File: src/rtl/chunked_adder_seq_pkg.sv
// Shared constants for chunk-serial adder controllers built around the
// 9-bit square_root_adder.
package chunked_adder_seq_pkg;

    localparam int CHUNK_W = 9;

    localparam logic [1:0] ST_IDLE = 2'd0;
    localparam logic [1:0] ST_ADD  = 2'd1;
    localparam logic [1:0] ST_DONE = 2'd2;

    typedef enum logic [1:0] {
        IDLE = ST_IDLE,
        ADD  = ST_ADD,
        DONE = ST_DONE
    } state_e;

endpackage

File: src/rtl/chunked_adder_seq_sqrt_adder.sv
// 9-bit carry-select ("square-root") adder: three 3-bit blocks, and the upper
// two blocks are precomputed for both incoming carries.
module square_root_adder
    import chunked_adder_seq_pkg::*;
(
    output logic [CHUNK_W-1:0] sum,
    output logic               c_out,
    input  logic [CHUNK_W-1:0] a,
    input  logic [CHUNK_W-1:0] b,
    input  logic               c_in
);

    logic [3:0] blk0;
    logic [3:0] blk1C0;
    logic [3:0] blk1C1;
    logic [3:0] blk2C0;
    logic [3:0] blk2C1;
    logic       carry1;
    logic       carry2;

    // Each upper block's select is the real carry out of the block below it.
    always_comb begin
        blk0   = {1'b0, a[2:0]} + {1'b0, b[2:0]} + {3'b000, c_in};
        blk1C0 = {1'b0, a[5:3]} + {1'b0, b[5:3]};
        blk1C1 = blk1C0 + 4'd1;
        blk2C0 = {1'b0, a[8:6]} + {1'b0, b[8:6]};
        blk2C1 = blk2C0 + 4'd1;

        carry1   = blk0[3];
        sum[2:0] = blk0[2:0];
        {carry2, sum[5:3]} = carry1 ? blk1C1 : blk1C0;
        {c_out,  sum[8:6]} = carry2 ? blk2C1 : blk2C0;
    end

endmodule

File: src/rtl/chunked_adder_seq.sv
// Adds two CHUNKS*9-bit operands by running one shared square_root_adder over
// the operands one 9-bit chunk per cycle, LSB chunk first.
module chunked_adder_seq
    import chunked_adder_seq_pkg::*;
#(
    parameter int CHUNKS = 4
) (
    input  logic                      clk,
    input  logic                      rst,
    input  logic                      in_valid,
    output logic                      in_ready,
    input  logic [CHUNK_W*CHUNKS-1:0] a,
    input  logic [CHUNK_W*CHUNKS-1:0] b,
    input  logic                      c_in,
    output logic                      out_valid,
    input  logic                      out_ready,
    output logic [CHUNK_W*CHUNKS-1:0] sum,
    output logic                      c_out
);

    localparam int IDX_W = (CHUNKS > 1) ? $clog2(CHUNKS) : 1;
    localparam logic [IDX_W-1:0] LAST_IDX = IDX_W'(CHUNKS - 1);

    state_e                           state_q, state_d;
    logic [IDX_W-1:0]                 idx_q, idx_d;
    logic                             carry_q, carry_d;
    logic                             cOut_q, cOut_d;
    logic [CHUNKS-1:0][CHUNK_W-1:0]   opA_q, opA_d;
    logic [CHUNKS-1:0][CHUNK_W-1:0]   opB_q, opB_d;
    logic [CHUNKS-1:0][CHUNK_W-1:0]   sum_q, sum_d;

    logic [CHUNK_W-1:0]               addSum;
    logic                             addCout;

    square_root_adder u_adder (
        .sum   (addSum),
        .c_out (addCout),
        .a     (opA_q[idx_q]),
        .b     (opB_q[idx_q]),
        .c_in  (carry_q)
    );

    // Operands are captured at acceptance so the requester may change a/b
    // freely while the chunks are still being worked through.
    always_comb begin
        state_d = state_q;
        idx_d   = idx_q;
        carry_d = carry_q;
        cOut_d  = cOut_q;
        opA_d   = opA_q;
        opB_d   = opB_q;
        sum_d   = sum_q;

        unique case (state_q)
            IDLE: begin
                if (in_valid) begin
                    opA_d   = a;
                    opB_d   = b;
                    carry_d = c_in;
                    idx_d   = '0;
                    state_d = ADD;
                end
            end
            ADD: begin
                sum_d[idx_q] = addSum;
                carry_d      = addCout;
                if (idx_q == LAST_IDX) begin
                    cOut_d  = addCout;
                    idx_d   = '0;
                    state_d = DONE;
                end else begin
                    idx_d = idx_q + 1'b1;
                end
            end
            DONE: begin
                if (out_ready) begin
                    state_d = IDLE;
                end
            end
            default: state_d = IDLE;
        endcase
    end

    always_ff @(posedge clk or posedge rst) begin
        if (rst) begin
            state_q <= IDLE;
            idx_q   <= '0;
            carry_q <= 1'b0;
            cOut_q  <= 1'b0;
            opA_q   <= '0;
            opB_q   <= '0;
            sum_q   <= '0;
        end else begin
            state_q <= state_d;
            idx_q   <= idx_d;
            carry_q <= carry_d;
            cOut_q  <= cOut_d;
            opA_q   <= opA_d;
            opB_q   <= opB_d;
            sum_q   <= sum_d;
        end
    end

    assign in_ready  = (state_q == IDLE);
    assign out_valid = (state_q == DONE);
    assign sum       = sum_q;
    assign c_out     = cOut_q;

endmodule
File: config.mk
export PLATFORM = sky130hd
export DESIGN_NAME = chunked_adder_seq
export DESIGN_NICKNAME = d
export VERILOG_FILES = /design/src/rtl/chunked_adder_seq_pkg.sv /design/src/rtl/chunked_adder_seq_sqrt_adder.sv /design/src/rtl/chunked_adder_seq.sv
export SDC_FILE = /design/constraint.sdc
export NUM_CORES = 1
export LEC_CHECK = 0
export CAP_MARGIN = 20
export CELL_PAD_IN_SITES_DETAIL_PLACEMENT = 2
export CELL_PAD_IN_SITES_GLOBAL_PLACEMENT = 2
export CORE_ASPECT_RATIO = 0.5
export CORE_MARGIN = 2
export CORE_UTILIZATION = 34
export CTS_CLUSTER_SIZE = 12
export DETAILED_ROUTE_END_ITERATION = 10
export GPL_ROUTABILITY_DRIVEN = 0
export PLACE_DENSITY = 0.84
export SLEW_MARGIN = 10
export SYNTH_ARGS = -nofsm -noshare
export SYNTH_HDL_FRONTEND = slang
export SYNTH_SLANG_ARGS = --single-unit
File: constraint.sdc
create_clock -name clk -period 4.8 [get_ports clk]
set_input_delay 1.2 -clock clk [delete_from_list [all_inputs] [get_ports clk]]
set_output_delay 1.2 -clock clk [all_outputs]
set_load 0.1 [all_outputs]
==> metrics.md <==
| Metric | Value |
|---|---|
| Post-DRT Antenna Nets | `0` |
| Number of setup buffers added after CTS | `0` |
| CP Launch Type | `flip-flop` |
| Cell Chain, Critical Path | `buf_4 > mux4_2 > ha_1 > fa_1 > nand2_1 > a2111oi_0 > mux2i_1 > xnor2_1 > a21oi_1` |
| Ys flop type | `dfrtp_1` |
| Post-cts sizing count | `0` |
| Number of max-cap violations | `0` |
| Fmax | `0.243 GHz` |
| FF-to-FF Start | `idx_q[0]` |
| Clock Path Buffers | `2` |
| Final setup vio count | `0` |
| Slew Limit Headroom | `30.6%` |
| Die Y | `91.2 µm` |
| Worst skew pair latency | `430 ps` |
| Clock transition at the registers of the reported paths | `60 ps` |
| Setup CP Type | `flip-flop to flip-flop` |
| Routed len/inst | `24.4 µm` |
| Synthesized instance count | `380` |
| Largest net degree at the start of global routing | `78` |
| Net count after synthesis | `475` |
| Data arrival time of the worst path | `4360 ps` |
| Status | `finished, final reports clean` |
| Area of the die | `16300 µm²` |
| Final slew viol count | `0` |
| Critical path origin | `idx_q[0]` |
| Clock Skew | `8.71 ps` |
| Sequential fraction of the synthesis area | `55.1%` |
| Synth area leader | `dfrtp_1` |
| CP Max Fanout | `13` |
| Tcrit/Tclk final | `85.7%` |
| DRT iter0 DRCs | `171` |
| Overflow after GRT | `0` |
| Min-Delay Startpoint | `sum[13]` |
| Critical Path RT | `5050 ps` |
| CTS H-tree lvls | `4` |
| CP max stage delay | `850 ps` |
| Post-Syn Area | `5170 µm²` |
| Unrepaired setup endpoints after global routing | `no` |
| Clk root buf | `clkbuf_16` |
| CTS tree | `built` |
| Core area | `14700 µm²` |
| Synth Register Bits | `114` |
| GRT Util Overall | `23.2%` |
| NumNets Final | `594` |
| Number of antenna diodes | `0` |
| Fin crit period | `4110 ps` |
| Initial antenna violation count | `0` |
| Yosys warns | `0` |
| Number of flops mapped to enable cells by yosys | `0` |
| CTS sink count | `114` |
| TritonRoute pass-1 iters | `4` |
| Endpoints failing hold | `0` |
| CP max stage cell | `dfrtp_1` |
| CTS buffer count | `17` |
| Vias | `3643` |
| Via-to-Cell Ratio | `5.14` |
| Ports | `116` |
| Die Width | `178 µm` |
| Synth top area cells | `dfrtp_1 55%, mux2_2 17%, mux4_2 7.8%` |
| Hold Slack | `483 ps` |
| Area Overhead vs Synth | `38.7%` |
| Syn_area_per_cell | `13.6 µm²` |
| HP Class | `flip-flop to flip-flop` |
| Setup crit end kind | `flip-flop` |
| Hold_buf cts | `0` |
| Unique masters post-synth | `31` |
| Port bufs | `115` |
| Initial Util | `35.3%` |
| DRC errors left | `0` |
| Post-detail-place hpwl | `10600 µm` |
| Area share of the largest cell type after synthesis | `55.1%` |
| Fillers | `1407` |
| Total wire length | `17300 µm` |
| Setup TNS Final | `0 ps` |
| Vias in the first global route | `4275` |
| Global-route wire length before repair | `26900 µm` |
| Rows | `31` |
| Slew of the pin with the lowest slew margin | `1040 ps` |
| Ys async rst share | `100%` |
| Share of cells above drive strength 1 | `26.4%` |
-- Yosys cell counts (all sizes together) (3+ instances only) --
cell,count
dfrtp,114
mux2,76
nand2,36
o21ai,30
mux4,18
clkbuf,14
ha,14
nand3,10
a21oi,9
buf,7
inv,7
xnor2,6
or3,5
and3,4
fa,4
nor3,4
a211oi,3
mux2i,3
nand2b,3
-- kinds of logic (layout without fill, tap and decap cells) --
| logic type | count (synthesis) | after routing | synth area share (%) |
|---|---|---|---|
| flip-flops | 114 | 114 | 55.1 |
| AO/OA/AOI/OAI | 48 | 48 | 5.34 |
| AND/OR/NAND/NOR | 67 | 67 | 5.97 |
| multiplexers | 97 | 97 | 25.0 |
| buffers and inverters | 28 | 159 | 2.15 |
| adder cells (fa/ha/maj) | 18 | 18 | 4.93 |
| XOR/XNOR | 8 | 8 | 1.50 |
-- metal layers --
layer,share of wire [%],wire [µm],GRT usage (%),up-vias
met1,42,7260,27.4,1897
met4,2.8,489,9.82,0
met3,3.9,676,6.49,41
met5,0,0,0,-
met2,51,8880,39.7,100
li1,-,-,-,1605
-- worst max-delay path, delay by kind of cell (launching register included) --
kind | cells | cell delay [ps]
AO/OA/AOI/OAI | 2 | 690
XOR/XNOR | 1 | 260
adder cells (fa/ha/maj) | 2 | 870
buffers and inverters | 1 | 340
flip-flops | 1 | 850
multiplexers | 2 | 760
AND/OR/NAND/NOR | 1 | 150
-- registers in the layout, indices dropped and copies added (netlist names) --
register and cells:
carry_q 1, opB_q 36, c_out 1, idx_q 2, state_q 2, sum 36
opA_q 36
-- cells in the final DEF, fill, tap and decap left out, types with 2 or more instances in the layout --
master | netlist | layout
a211oi_1 | 2 | 2
a21o_1 | 2 | 2
a21oi_1 | 9 | 9
and3_1 | 4 | 4
buf_4 | 0 | 6
bufinv_16 | 0 | 5
clkbuf_16 | 0 | 17
clkdlybuf4s50_1 | 0 | 115
clkinv_2 | 0 | 4
clkinvlp_4 | 0 | 2
dfrtp_1 | 114 | 114
fa_1 | 4 | 4
ha_1 | 14 | 14
inv_1 | 7 | 6
inv_6 | 0 | 2
mux2_2 | 76 | 76
mux2i_1 | 3 | 3
mux4_2 | 18 | 18
nand2_1 | 36 | 36
nand2b_1 | 3 | 3
nand3_1 | 10 | 10
nor2b_1 | 2 | 2
nor3_1 | 4 | 4
o21ai_0 | 28 | 28
o21ai_1 | 2 | 2
o31ai_1 | 2 | 2
or3_1 | 5 | 5
xnor2_1 | 5 | 5
xor2_1 | 2 | 2
-- stage by stage --
step                      std cells  utilization (%)  setup WS [ps]  cell area [µm²]
after floorplan                 380                -            584             5170
after global placement          678             44.6           1200             6540
after detailed placement        678             44.6            975             6540
after CTS                       709             48.9            644             7170
after global routing            709             48.9            520             7170
final                           709             48.9            687             7170
-- worst paths after layout --
path	slack, ps	to	cells past startpoint
hold reg to reg	480	sum[13]	2
min in group asynchronous	1360	state_q[1]	2
hold / removal	480	sum[13]	2
max in group asynchronous	2560	sum[32]	3
setup reg to reg	690	carry_q	9
setup / recovery	690	carry_q	9
-- final cells by class --
cell class / instances / area (µm²) / share of cell area [%]
flip-flops and latches: 114 / 2850 / 39.8
repair buffers: 121 / 1200 / 16.7
clock buffers: 17 / 425 / 5.93
well taps: 198 / 248 / 3.45
inverters: 7 / 28.8 / 0.401
clock inverters: 14 / 211 / 2.95
multi-input cells: 238 / 2210 / 30.8
Power is left out: the tool's default activity adds up to more than one toggle a clock period on the data nets, which glitch-free logic cannot reach.
